--- config.mk ---
export PLATFORM = sky130hd
export DESIGN_NAME = rd_slave_arbiter_flat
export DESIGN_NICKNAME = d
export VERILOG_FILES = /design/src/rtl/axi_ic_pkg.sv /design/src/rtl/rd_slave_arbiter_if.sv /design/src/rtl/rr_arb2.sv /design/src/rtl/rd_slave_arbiter.sv /design/src/flat_wrapper.sv
export SDC_FILE = /design/constraint.sdc
export NUM_CORES = 1
export LEC_CHECK = 0
export CAP_MARGIN = 5
export CORE_ASPECT_RATIO = 0.7
export CORE_MARGIN = 2
export CORE_UTILIZATION = 42
export CTS_CLUSTER_DIAMETER = 60
export DETAILED_ROUTE_END_ITERATION = 7
export HOLD_SLACK_MARGIN = 0.1
export PLACE_DENSITY = 0.86
export SYNTH_ARGS = -nofsm -noshare
export SYNTH_HDL_FRONTEND = slang
export SYNTH_SLANG_ARGS = --single-unit
--- constraint.sdc ---
create_clock -name ACLK -period 3.72 [get_ports ACLK]
set_input_delay 0.372 -clock ACLK [delete_from_list [all_inputs] [get_ports ACLK]]
set_output_delay 0.372 -clock ACLK [all_outputs]
set_load 0.05 [all_outputs]
--- src/rtl/axi_ic_pkg.sv ---
// Shared definitions for the AXI interconnect arbiters.
// Owner codes, FSM encoding and AXI burst length width.
package axi_ic_pkg;

    localparam int LEN_W = 8;

    localparam logic [1:0] SEL_IDLE = 2'b00;
    localparam logic [1:0] SEL_M1   = 2'b01;
    localparam logic [1:0] SEL_M2   = 2'b10;

    typedef enum logic [1:0] {
        ST_IDLE = 2'b00,
        ST_ADDR = 2'b01,
        ST_DATA = 2'b10
    } ar_state_e;

endpackage

--- src/rtl/rd_slave_arbiter_if.sv ---
// Read-path signals between two masters, one slave and its arbiter.
// The arbiter sits on the slave modport.
interface rd_slave_arbiter_if #(
    parameter int ADDR_W = 32
);
    logic              m1_ARVALID;
    logic              m2_ARVALID;
    logic [ADDR_W-1:0] m1_ARADDR;
    logic [ADDR_W-1:0] m2_ARADDR;
    logic [7:0]        m1_ARLEN;
    logic [7:0]        m2_ARLEN;
    logic              m1_RREADY;
    logic              m2_RREADY;
    logic              s_ARREADY;
    logic              s_RVALID;
    logic              s_RLAST;
    logic [1:0]        mas_sel;
    logic              busy;
    logic              len_err;
    logic              timeout_err;

    modport master (
        output m1_ARVALID, m2_ARVALID,
        output m1_ARADDR, m2_ARADDR,
        output m1_ARLEN, m2_ARLEN,
        output m1_RREADY, m2_RREADY,
        output s_ARREADY, s_RVALID, s_RLAST,
        input  mas_sel, busy,
        input  len_err, timeout_err
    );

    modport slave (
        input  m1_ARVALID, m2_ARVALID,
        input  m1_ARADDR, m2_ARADDR,
        input  m1_ARLEN, m2_ARLEN,
        input  m1_RREADY, m2_RREADY,
        input  s_ARREADY, s_RVALID, s_RLAST,
        output mas_sel, busy,
        output len_err, timeout_err
    );

endinterface

--- src/rtl/rr_arb2.sv ---
// Two-requester round-robin arbiter; the pointer moves only
// when the owner reports an accepted transfer via adv_i.
module rr_arb2 (
    input  logic       clk_i,
    input  logic       rst_ni,
    input  logic [1:0] req_i,
    input  logic       adv_i,
    input  logic [1:0] served_i,
    output logic [1:0] gnt_o
);

    // ptr_q set: requester 2 wins a tie
    logic ptr_q;
    logic ptr_d;

    always_comb begin
        gnt_o = req_i;
        if (req_i == 2'b11) begin
            gnt_o = ptr_q ? 2'b10 : 2'b01;
        end
    end

    always_comb begin
        ptr_d = ptr_q;
        if (adv_i) begin
            ptr_d = served_i[0];
        end
    end

    always_ff @(posedge clk_i or negedge rst_ni) begin
        if (!rst_ni) begin
            ptr_q <= 1'b0;
        end else begin
            ptr_q <= ptr_d;
        end
    end

endmodule

--- src/rtl/rd_slave_arbiter.sv ---
// Per-slave AR arbiter: grants one master, holds ownership
// through the final R beat, checks beat count and stalls.
module rd_slave_arbiter
    import axi_ic_pkg::*;
#(
    parameter int                ADDR_W    = 32,
    parameter logic [ADDR_W-1:0] ADDR_BASE = '0,
    parameter logic [ADDR_W-1:0] ADDR_MASK = ADDR_W'(32'hF000_0000),
    parameter int                TIMEOUT   = 256
) (
    input  logic              ACLK,
    input  logic              ARESETn,
    rd_slave_arbiter_if.slave bus
);

    localparam int WD_W   = (TIMEOUT > 1) ? $clog2(TIMEOUT) : 1;
    localparam int WD_LIM = (TIMEOUT > 0) ? TIMEOUT - 1 : 0;

    function automatic logic hit(input logic [ADDR_W-1:0] a);
        return (a & ADDR_MASK) == (ADDR_BASE & ADDR_MASK);
    endfunction

    ar_state_e        state_q, state_d;
    logic [1:0]       sel_q, sel_d;
    logic [LEN_W-1:0] len_q, len_d;
    logic [LEN_W-1:0] beat_q, beat_d;
    logic [WD_W-1:0]  wd_q, wd_d;
    logic             len_err_q, len_err_d;
    logic             to_q, to_d;

    logic [1:0] req;
    logic [1:0] gnt;
    logic       own_arvalid;
    logic       own_rready;
    logic       ar_hs;
    logic       r_beat;
    logic       wd_hit;

    assign req[0] = bus.m1_ARVALID & hit(bus.m1_ARADDR);
    assign req[1] = bus.m2_ARVALID & hit(bus.m2_ARADDR);

    assign own_arvalid = (sel_q == SEL_M1 && bus.m1_ARVALID)
                       | (sel_q == SEL_M2 && bus.m2_ARVALID);
    assign own_rready  = (sel_q == SEL_M1 && bus.m1_RREADY)
                       | (sel_q == SEL_M2 && bus.m2_RREADY);

    assign ar_hs  = (state_q == ST_ADDR) & bus.s_ARREADY & own_arvalid;
    assign r_beat = bus.s_RVALID & own_rready;
    assign wd_hit = (TIMEOUT != 0) && (wd_q == WD_W'(WD_LIM));

    rr_arb2 u_arb (
        .clk_i    (ACLK),
        .rst_ni   (ARESETn),
        .req_i    (req),
        .adv_i    (ar_hs),
        .served_i (sel_q),
        .gnt_o    (gnt)
    );

    always_comb begin
        state_d   = state_q;
        sel_d     = sel_q;
        len_d     = len_q;
        beat_d    = beat_q;
        wd_d      = wd_q + WD_W'(1);
        len_err_d = 1'b0;
        to_d      = 1'b0;
        unique case (state_q)
            ST_IDLE: begin
                wd_d = '0;
                if (|gnt) begin
                    sel_d   = gnt;
                    len_d   = gnt[1] ? bus.m2_ARLEN : bus.m1_ARLEN;
                    beat_d  = '0;
                    state_d = ST_ADDR;
                end
            end
            ST_ADDR: begin
                if (ar_hs) begin
                    wd_d    = '0;
                    state_d = ST_DATA;
                end else if (wd_hit) begin
                    wd_d    = '0;
                    to_d    = 1'b1;
                    sel_d   = SEL_IDLE;
                    state_d = ST_IDLE;
                end
            end
            ST_DATA: begin
                if (r_beat) begin
                    wd_d = '0;
                    if (bus.s_RLAST) begin
                        len_err_d = (beat_q != len_q);
                        sel_d     = SEL_IDLE;
                        state_d   = ST_IDLE;
                    end else begin
                        // too many beats: length already reached
                        len_err_d = (beat_q == len_q);
                        beat_d    = beat_q + LEN_W'(1);
                    end
                end else if (wd_hit) begin
                    wd_d    = '0;
                    to_d    = 1'b1;
                    sel_d   = SEL_IDLE;
                    state_d = ST_IDLE;
                end
            end
            default: begin
                sel_d   = SEL_IDLE;
                state_d = ST_IDLE;
            end
        endcase
    end

    always_ff @(posedge ACLK or negedge ARESETn) begin
        if (!ARESETn) begin
            state_q   <= ST_IDLE;
            sel_q     <= SEL_IDLE;
            len_q     <= '0;
            beat_q    <= '0;
            wd_q      <= '0;
            len_err_q <= 1'b0;
            to_q      <= 1'b0;
        end else begin
            state_q   <= state_d;
            sel_q     <= sel_d;
            len_q     <= len_d;
            beat_q    <= beat_d;
            wd_q      <= wd_d;
            len_err_q <= len_err_d;
            to_q      <= to_d;
        end
    end

    assign bus.mas_sel     = sel_q;
    assign bus.busy        = (state_q != ST_IDLE);
    assign bus.len_err     = len_err_q;
    assign bus.timeout_err = to_q;

endmodule

--- src/flat_wrapper.sv ---
// flat-port wrapper written by rule: the top's interface ports become plain ports
module rd_slave_arbiter_flat import axi_ic_pkg::*;
#(
    parameter int                ADDR_W    = 32,
    parameter logic [ADDR_W-1:0] ADDR_BASE = '0,
    parameter logic [ADDR_W-1:0] ADDR_MASK = ADDR_W'(32'hF000_0000),
    parameter int                TIMEOUT   = 256
)
  (ACLK, ARESETn, bus_m1_ARVALID, bus_m2_ARVALID, bus_m1_ARADDR, bus_m2_ARADDR, bus_m1_ARLEN, bus_m2_ARLEN, bus_m1_RREADY, bus_m2_RREADY, bus_s_ARREADY, bus_s_RVALID, bus_s_RLAST, bus_mas_sel, bus_busy, bus_len_err, bus_timeout_err);
  rd_slave_arbiter_if #(.ADDR_W(ADDR_W)) bus_i ();
  input  logic ACLK;
  input  logic ARESETn;
  input wire logic [$bits(bus_i.m1_ARVALID)-1:0] bus_m1_ARVALID;
  input wire logic [$bits(bus_i.m2_ARVALID)-1:0] bus_m2_ARVALID;
  input wire logic [$bits(bus_i.m1_ARADDR)-1:0] bus_m1_ARADDR;
  input wire logic [$bits(bus_i.m2_ARADDR)-1:0] bus_m2_ARADDR;
  input wire logic [$bits(bus_i.m1_ARLEN)-1:0] bus_m1_ARLEN;
  input wire logic [$bits(bus_i.m2_ARLEN)-1:0] bus_m2_ARLEN;
  input wire logic [$bits(bus_i.m1_RREADY)-1:0] bus_m1_RREADY;
  input wire logic [$bits(bus_i.m2_RREADY)-1:0] bus_m2_RREADY;
  input wire logic [$bits(bus_i.s_ARREADY)-1:0] bus_s_ARREADY;
  input wire logic [$bits(bus_i.s_RVALID)-1:0] bus_s_RVALID;
  input wire logic [$bits(bus_i.s_RLAST)-1:0] bus_s_RLAST;
  output wire logic [$bits(bus_i.mas_sel)-1:0] bus_mas_sel;
  output wire logic [$bits(bus_i.busy)-1:0] bus_busy;
  output wire logic [$bits(bus_i.len_err)-1:0] bus_len_err;
  output wire logic [$bits(bus_i.timeout_err)-1:0] bus_timeout_err;
  assign bus_i.m1_ARVALID = bus_m1_ARVALID;
  assign bus_i.m2_ARVALID = bus_m2_ARVALID;
  assign bus_i.m1_ARADDR = bus_m1_ARADDR;
  assign bus_i.m2_ARADDR = bus_m2_ARADDR;
  assign bus_i.m1_ARLEN = bus_m1_ARLEN;
  assign bus_i.m2_ARLEN = bus_m2_ARLEN;
  assign bus_i.m1_RREADY = bus_m1_RREADY;
  assign bus_i.m2_RREADY = bus_m2_RREADY;
  assign bus_i.s_ARREADY = bus_s_ARREADY;
  assign bus_i.s_RVALID = bus_s_RVALID;
  assign bus_i.s_RLAST = bus_s_RLAST;
  assign bus_mas_sel = bus_i.mas_sel;
  assign bus_busy = bus_i.busy;
  assign bus_len_err = bus_i.len_err;
  assign bus_timeout_err = bus_i.timeout_err;
  rd_slave_arbiter #(.ADDR_W(ADDR_W), .ADDR_BASE(ADDR_BASE), .ADDR_MASK(ADDR_MASK), .TIMEOUT(TIMEOUT)) u_core (.ACLK(ACLK), .ARESETn(ARESETn), .bus(bus_i));
endmodule
==> results of run 1 <==
[how the worst min path moves through the flow]
stage	cells after the start	slack [ps]	end	start
6_report	2	470	u_core.wd_q[7]	ARESETn
5_1_grt	2	500	u_core.wd_q[7]	ARESETn
4_1_cts	2	480	u_core.bus.timeout_err	ARESETn
3_5_place_dp	1	470	u_core.wd_q[0]	u_core.wd_q[0]
3_3_place_gp	1	470	u_core.wd_q[0]	u_core.wd_q[0]
2_1_floorplan	0	80	u_core.beat_q[0]	ARESETn
[cells by family (layout without fill, tap and decap cells)]
logic type	Yosys count	in the layout	share of synthesized area (%)
AOI/OAI and AO/OA	33	33	12.3
adders and majority gates	6	6	4.38
DFF	31	31	45.3
buffers and inverters	9	50	1.97
muxes	9	9	5.33
and+or+nand+nor	83	83	23.6
xor gates and xnor gates	14	14	7.16
[power by group through the flow]
stage	combinational, mW	sequential, mW	clock [mW]
after floorplan	0.273	0.481	0
final	0.410	0.483	0.290
after global placement	0.387	0.484	0
after detailed placement	0.404	0.487	0
after global routing	0.454	0.495	0.319
after CTS	0.407	0.482	0.298
[cell usage in the layout (no fill, tap or decap), types with 2 or more instances in the layout]
master and n:
clkdlybuf4s50_1 37, dfrtp_1 31, nand2_1 26, nor2_1 19
nand3_1 15, o21ai_0 13, xnor2_1 10, mux2i_1 8
clkbuf_8 7, a21oi_1 6, ha_1 6, inv_1 4
nand4b_1 4, and3_1 4, xor2_1 4, nor3_1 3
o31ai_1 3, or4_1 3, nand4_1 2, or3_1 2
a211o_1 2, a32o_1 2
[state kept, by name (all words and copies together), names as in the netlist]
name	count
u_core.u_arb.ptr_q	1
u_core.state_q	2
u_core.len_q	8
u_core.wd_q	8
u_core.bus.timeout_err	1
u_core.beat_q	8
u_core.bus.len_err	1
u_core.bus.mas_sel	2
[area by class of cell]
cell class,count,area (µm²),share of cell area (%)
Timing Repair Buffer,38,378,16.9
Multi-Input combinational cell,145,903,40.4
Clock buffer,8,100,4.47
Tap cell,52,65.1,2.91
Sequential cell,31,776,34.7
Inverter,4,15.0,0.671
[per-layer routing]
layer / track usage (%) / vias to the layer above / share of wire, %
li1: - / 736 / -
met5: 0 / - / 0
met1: 26.1 / 704 / 49
met2: 26.2 / 46 / 44
met4: 7.51 / 0 / 1.1
met3: 4.91 / 5 / 5.6
[worst reg2reg max path, delay by kind of cell (launching register included)]
| kind | cells | cell delay [ps] |
|---|---|---|
| AO/OA/AOI/OAI | 3 | 800 |
| flip-flops | 1 | 400 |
| AND/OR/NAND/NOR | 1 | 530 |
| adder cells (fa/ha/maj) | 1 | 380 |
| buffers and inverters | 2 | 290 |
[metrics by stage]
stage	area [µm²]	worst slack (ps)	hold slack (ps)	util (%)
2_1_floorplan	1710	1520	76.4	-
3_3_place_gp	2140	1290	467	54.5
3_5_place_dp	2140	1210	473	54.5
4_1_cts	2240	1260	482	57.0
5_1_grt	2240	1050	501	57.0
6_report	2240	1240	474	57.0
==> flow_summary.json, run 1 <==
{
  "leakage_nw": 0.926,
  "yosys-top-cells-count": "dfrtp_1, nand2_1, nor2_1",
  "timing.rr.end": "u_core.beat_q[6]",
  "rsz0062_at_grt": "no",
  "synth_area_leaders": "dfrtp_1, nand2_1, xnor2_1",
  "drtPass1Iterations": 4,
  "hold_path_class": "primary input to async pin",
  "rrSetupSlack_ps": 1240,
  "ant_nets": 0,
  "fin_crit_sh_pct": 66.8,
  "crit_fanout": 16,
  "maxSlewViolCount": 0,
  "power_density_nw_per_um2": 529,
  "avgSynthCellArea_um2": 9.26,
  "netlist_instances": 185,
  "via_per_inst": 5.36,
  "synth_fp_nets": 280,
  "worst_slew_pin_slew_ps": 1010,
  "row_count": 19,
  "fin_crit_ps": 2480,
  "antenna_found_initial": 0,
  "grt_max_degree": 32,
  "yosys.area.top_type_share_pct": 45.3,
  "synth.distinct_cells": 34,
  "synth_top_flop_cell": "dfrtp_1",
  "die_w_um": 80.3,
  "gr-total-overflow": 0,
  "syn-cell-area_um2": 1710,
  "yosys_warnings": 0,
  "r2r_cells": 7,
  "synth-seq-area-share_pct": 45.3,
  "cpPeakStageDelay_ps": 530,
  "path_clk_slew_ps": 60,
  "worstPathRequired_ps": 3930,
  "place_congestion": 0.865,
  "clkLatencyLatePin_ps": 280,
  "cp.arrival_ps": 2690,
  "p_switching_uw": 423,
  "r2r-start": "u_core.state_q[0]",
  "critPathMostFrequentCell": "inv_1",
  "final_layout_size_suffix_gt1_share_pct": 5.31,
  "dpl.hpwl_mm": 2.85,
  "yosysTopAreaCell": "dfrtp_1",
  "finalSetupTns_ps": 0,
  "start_kind": "flop",
  "dieArea_um2": 4610,
  "placed_cells": 270,
  "fin_nets": 320,
  "path_cells": "inv_1 > ha_1 > inv_1 > a211o_1 > a32o_2 > or4_1 > a21oi_1",
  "drc": 0,
  "synth.most_common_cell": "dfrtp_1",
  "power_mw": 1.18,
  "cp_slowest_cell": "or4_1",
  "num_vias": 1491,
  "cap_violations": 0,
  "critical-path-top-delay-family": "compound AO/OA/AOI/OAI gates",
  "synth_edf_count": 0,
  "outcome": "completed",
  "cp-endpoint": "u_core.beat_q[6]",
  "core_um2": 3920,
  "tritoncts": "built",
  "path_class": "flop to flop",
  "setup_viol": 0,
  "end_kind": "flop",
  "drt_wl_total_mm": 3.75,
  "root_buffer": "clkbuf_8",
  "die_y_um": 57.4,
  "relSlewSlack_pct": 32.2,
  "drt_iter0_drc": 92,
  "ir_drop_mv": 0.281,
  "antenna_cells": 0,
  "layoutNonFillerInstCount": 278,
  "p_comb_share_pct": 34.6,
  "crit_start": "u_core.state_q[0]",
  "ios": 94,
  "cts_htree_levels": 2,
  "clock.fmax_ghz": 0.403,
  "grt_usage_pct": 18.2,
  "area_growth_pct": 30.6,
  "post_cts_buffers": 0,
  "seq_power_share_pct": 40.8,
  "critical_path_cell_count": 7,
  "internal-power_uw": 760,
  "cts_buffers": 5,
  "n_fill_cell": 355,
  "hold_viol": 0,
  "cts_hold_buf": 0,
  "portBuffers": 37,
  "pwr-share-clk_pct": 24.6,
  "p_sw_share_pct": 35.7,
  "initial_core_util_pct": 43.7,
  "grt_pass1_vias": 1413,
  "clockBufferDepth": 2,
  "grt_pass1_wl_mm": 6.40,
  "synthArstFlopShare_pct": 100,
  "post_cts_resized": 0,
  "synth-seq-cells": 31,
  "worst_clock_skew_ps": 4.88,
  "wl_per_cell_um": 13.5,
  "path_buf_inv": 2,
  "clkSinkCount": 31
}
(Power assumes the default switching activity.)
==> run 2, diff against run 1 <==
--- a/config.mk
+++ b/config.mk
@@ -8,11 +8,11 @@
 export CAP_MARGIN = 5
 export CORE_ASPECT_RATIO = 0.7
 export CORE_MARGIN = 2
-export CORE_UTILIZATION = 42
+export CORE_UTILIZATION = 35
 export CTS_CLUSTER_DIAMETER = 60
 export DETAILED_ROUTE_END_ITERATION = 7
 export HOLD_SLACK_MARGIN = 0.1
-export PLACE_DENSITY = 0.86
+export PLACE_DENSITY = 0.77
 export SYNTH_ARGS = -nofsm -noshare
 export SYNTH_HDL_FRONTEND = slang
 export SYNTH_SLANG_ARGS = --single-unit
==> constraint.sdc (replaced) <==
create_clock -name ACLK -period 2.1 [get_ports ACLK]
set_input_delay 0.21 -clock ACLK [delete_from_list [all_inputs] [get_ports ACLK]]
set_output_delay 0.21 -clock ACLK [all_outputs]
set_load 0.05 [all_outputs]
==> run 2 against run 1 <==
  * Sequential power rose by 78%
  * Routed wire length rose by 4.4%
  * Core utilization fell by 7.4 points
  * Critical path type unchanged
==> flow_summary.json, run 2 (synthesized netlist as in run 1, its figures left out) <==
{
  "clockBufferDepth": 2,
  "fin_crit_sh_pct": 95.2,
  "via_per_inst": 4.95,
  "grt_max_degree": 32,
  "gr-total-overflow": 0,
  "cts_htree_levels": 2,
  "root_buffer": "clkbuf_8",
  "fin_nets": 332,
  "postLayoutCellArea_um2": 2360,
  "die_y_um": 62.5,
  "power_density_nw_per_um2": 918,
  "antenna_found_initial": 0,
  "worst_slew_pin_slew_ps": 503,
  "maxSlewViolCount": 0,
  "hold_viol": 0,
  "hold_path_class": "primary input to async pin",
  "ir_drop_mv": 0.473,
  "final_layout_size_suffix_gt1_share_pct": 13.0,
  "dpl.hpwl_mm": 3.00,
  "setup_viol": 0,
  "drt_wl_total_mm": 3.91,
  "cap_violations": 0,
  "antenna_cells": 0,
  "crit_fanout": 7,
  "top_regs": "u_core.beat_q: 8 flops, u_core.len_q: 8 flops, u_core.wd_q: 8 flops",
  "tritoncts": "built",
  "drc": 0,
  "worstPathRequired_ps": 2310,
  "layout.cells.most_common": "clkdlybuf4s50_1",
  "cpPeakStageDelay_ps": 520,
  "grt_pass1_vias": 1514,
  "cts_hold_buf": 0,
  "path_clk_slew_ps": 70,
  "worst_clock_skew_ps": 5.82,
  "drt_iter0_drc": 74,
  "grt_usage_pct": 16.1,
  "clkLatencyLatePin_ps": 280,
  "outcome": "completed",
  "cp_slowest_cell": "or4_4",
  "die_w_um": 87.6,
  "dieArea_um2": 5480,
  "initial_core_util_pct": 36.0,
  "path_buf_inv": 0,
  "ant_nets": 0,
  "fin_crit_ps": 2000,
  "end_kind": "flop",
  "clkSinkCount": 31,
  "core_um2": 4760,
  "final_cell_mix": "clkdlybuf4s50_1, dfrtp_1, nand2_1",
  "cp.arrival_ps": 2210,
  "dpl-instance-area_um2": 2240,
  "path_class": "flop to flop",
  "path_cells": "nand4b_1 > a211o_1 > a32o_2 > or4_4 > a21oi_2",
  "placed_cells": 298,
  "grt_pass1_wl_mm": 6.94,
  "area_growth_pct": 37.8,
  "start_kind": "flop",
  "critical-path-top-delay-family": "compound AO/OA/AOI/OAI gates",
  "finalSetupTns_ps": 0,
  "layoutNonFillerInstCount": 307,
  "clock.fmax_ghz": 0.500,
  "row_count": 21,
  "num_vias": 1519,
  "ios": 94,
  "wl_per_cell_um": 12.7,
  "relSlewSlack_pct": 66.4,
  "place_congestion": 0.808,
  "leakage_nw": 0.981,
  "portBuffers": 37,
  "drtPass1Iterations": 4,
  "rrSetupSlack_ps": 100,
  "cts_buffers": 5,
  "rsz0062_at_grt": "no"
}
run 2: metrics by stage:
stage	setup slack [ps]	hold WS (ps)	power, mW	util (%)
after floorplan	41.5	-85.6	1.34	-
after global placement	-38.8	467	1.60	47.1
after detailed placement	-86.3	482	1.64	47.1
after CTS	43.5	327	2.16	49.2
after global routing	13.0	354	2.34	49.6
final	100	308	2.17	49.6
run 2: power by group:
group	switching (mW)	internal [mW]
Combinational	0.428	0.365
Clock	0.217	0.299
Sequential	0.124	0.735
run 2: final cells by class:
cell class	instances	area, µm²
fill	453	2390
multi-input combinational	145	916
sequential	31	778
timing repair buffer	50	465
clock buffer	8	100
tap	69	86.3
inverter	4	15.0
run 2: repair_timing:
action / CTS / global route
setup buffers: 0 / 1
resized for setup: 0 / 4
endpoints found under the setup margin: 0 / 5
run 2: per-layer routing:
| layer | part of all wire [%] | up-vias | global-route usage [%] |
|---|---|---|---|
| li1 | - | 761 | - |
| met5 | 0 | - | 0 |
| met4 | 1.0 | 0 | 5.19 |
| met1 | 50 | 722 | 22.8 |
| met2 | 44 | 31 | 23.0 |
| met3 | 4.6 | 5 | 5.55 |
run 2: final timing paths:
kind,startpoint,end,depth (start not counted)
worst max-delay path,u_core.bus.mas_sel[1],u_core.beat_q[6],5
max in group asynchronous,ARESETn,u_core.bus.mas_sel[0],2
worst min register to register,u_core.wd_q[0],u_core.wd_q[0],1
worst min-delay path,ARESETn,u_core.state_q[1],2
min in group ACLK,u_core.wd_q[0],u_core.wd_q[0],1
worst max register to register,u_core.bus.mas_sel[1],u_core.beat_q[6],5
==> run 3, diff against run 2 <==
--- a/config.mk
+++ b/config.mk
@@ -13,6 +13,7 @@
 export DETAILED_ROUTE_END_ITERATION = 7
 export HOLD_SLACK_MARGIN = 0.1
 export PLACE_DENSITY = 0.77
+export RECOVER_POWER = 100
 export SYNTH_ARGS = -nofsm -noshare
 export SYNTH_HDL_FRONTEND = slang
 export SYNTH_SLANG_ARGS = --single-unit
==> run 3 against run 2 <==
  * Final area fell by 1.0%
  * Non-clock buffer count is the same
  * Register-to-register slack about the same
  * Clock power about the same
  * Maximum frequency increased by 0.22%
  * First-iteration DRC count down 23%
==> flow_summary.json, run 3 (synthesized netlist as in run 1, its figures left out) <==
{
  "leakage_nw": 0.974,
  "grt_max_degree": 32,
  "rrSetupSlack_ps": 100,
  "hold_path_class": "flop to flop",
  "relSlewSlack_pct": 49.6,
  "area_growth_pct": 36.4,
  "core_um2": 4760,
  "cp.arrival_ps": 2210,
  "row_count": 21,
  "drt_iter0_drc": 57,
  "clkLatencyLatePin_ps": 280,
  "worst_slew_pin_slew_ps": 755,
  "worst_slack_ps": 105,
  "clockBufferDepth": 2,
  "root_buffer": "clkbuf_8",
  "worst_clock_skew_ps": 7.20,
  "final_layout_size_suffix_gt1_share_pct": 10.9,
  "crit_fanout": 7,
  "ir_drop_mv": 0.471,
  "place_congestion": 0.808,
  "ios": 94,
  "setup_viol": 0,
  "r2r-start": "u_core.state_q[0]",
  "end_kind": "flop",
  "hold_viol": 0,
  "path_cells": "inv_2 > ha_1 > inv_1 > a211o_1 > a32o_2 > or4_4 > a21oi_2",
  "drt_wl_total_mm": 3.92,
  "met1_usage_pct": 22.8,
  "layout.cells.most_common": "clkdlybuf4s50_1",
  "worstPathRequired_ps": 2310,
  "cpPeakStageDelay_ps": 520,
  "clock.fmax_ghz": 0.501,
  "start_kind": "flop",
  "drc": 0,
  "grtUsageMet2_pct": 23.0,
  "power_density_nw_per_um2": 912,
  "holdPathStages": 1,
  "tritoncts": "built",
  "fin_crit_sh_pct": 95.0,
  "rsz0062_at_grt": "no",
  "cts_buffers": 5,
  "antenna_found_initial": 0,
  "top_regs": "u_core.beat_q: 8 flops, u_core.len_q: 8 flops, u_core.wd_q: 8 flops",
  "path_class": "flop to flop",
  "gr-total-overflow": 0,
  "cts_htree_levels": 2,
  "whs_ps": 491,
  "fin_nets": 332,
  "timing.rr.end": "u_core.beat_q[6]",
  "dieArea_um2": 5480,
  "grt_pass1_vias": 1514,
  "dpl.hpwl_mm": 3.00,
  "min_from": "u_core.wd_q[0]",
  "die_y_um": 62.5,
  "grt_usage_pct": 16.1,
  "via_per_inst": 4.95,
  "cts_hold_buf": 0,
  "ant_nets": 0,
  "worstHoldEndpoint": "u_core.wd_q[0]",
  "grt_util_met3_pct": 5.55,
  "dpl_worst_slack_ps": -86.3,
  "wl_per_cell_um": 12.8,
  "clkSinkCount": 31,
  "portBuffers": 37,
  "cap_violations": 0,
  "final_cell_mix": "clkdlybuf4s50_1, dfrtp_1, nand2_1",
  "num_vias": 1520,
  "antenna_cells": 0,
  "busiest_layer": "met2",
  "maxSlewViolCount": 0,
  "outcome": "completed",
  "grt_pass1_wl_mm": 6.94,
  "r2r_cells": 7,
  "fin_crit_ps": 2000,
  "drtPass1Iterations": 5,
  "initial_core_util_pct": 36.0,
  "cp_slowest_cell": "or4_4",
  "die_w_um": 87.6,
  "path_clk_slew_ps": 70
}
[run 3: cell types whose count changed in the layout (fill, tap and decap cells not counted)]
cell | previous run | this run
buf_4 | 14 | 5
clkdlybuf4s50_1 | 36 | 31
clkbuf_2 | 0 | 2
clkbuf_1 | 1 | 6
dlygate4sd3_1 | 0 | 5
clkbuf_4 | 0 | 2
[run 3: worst max-delay path: cells and delay by family, from the launching register on]
kind / cells / cell delay, ps
compound gates: 3 / 690
buf+inv: 2 / 150
simple gates: 1 / 520
flops: 1 / 390
fa+ha+maj: 1 / 180
[run 3: routing by layer]
| layer | routed length (µm) | vias up |
|---|---|---|
| li1 | - | 759 |
| met1 | 1910 | 723 |
| met2 | 1770 | 36 |
| met3 | 218 | 2 |
| met4 | 21 | 0 |
| met5 | 0 | - |
[run 3: cell type report]
type,count,area [µm²]
fill,456,2420
multi-input combinational,145,916
sequential,31,778
timing repair buffer,50,442
clock buffer,8,100
tap,69,86.3
inverter,4,15.0
[run 3: what timing repair did]
item                       4_1_cts  5_1_grt
resized for setup                0        4
setup endpoints to repair        0        5
setup buffers                    0        1
[run 3: worst max-delay path by stage]
| stage | start | end | slack [ps] | depth (start not counted) |
|---|---|---|---|---|
| finish | u_core.state_q[0] | u_core.beat_q[6] | 100 | 7 |
| floorplan | u_core.bus.mas_sel[1] | u_core.beat_q[6] | 40 | 5 |
| detailed placement | bus_s_RVALID | u_core.beat_q[6] | -90 | 6 |
| CTS | u_core.state_q[0] | u_core.beat_q[6] | 40 | 7 |
| global placement | bus_s_RVALID | u_core.beat_q[6] | -40 | 6 |
| global route | u_core.state_q[0] | u_core.beat_q[6] | 20 | 7 |
[run 3: report_power, final]
part           total [mW]  internal, mW  leakage [nW]  switching, mW
clock network       0.517         0.299        0.0515          0.218
logic               0.757         0.330         0.511          0.427
registers           0.858         0.735         0.412          0.123
total                2.13          1.36         0.974          0.769
[run 3: stage by stage]
step                      instances  total power, mW  util, %  setup TNS, ps  instance area (µm²)
after CTS                       306             2.16     49.2              0                 2340
final                           307             2.13     49.1              0                 2340
after global routing            307             2.30     49.1              0                 2340
after floorplan                 185             1.34        -              0                 1720
after global placement          298             1.60     47.1          -55.2                 2240
after detailed placement        298             1.64     47.1           -161                 2240
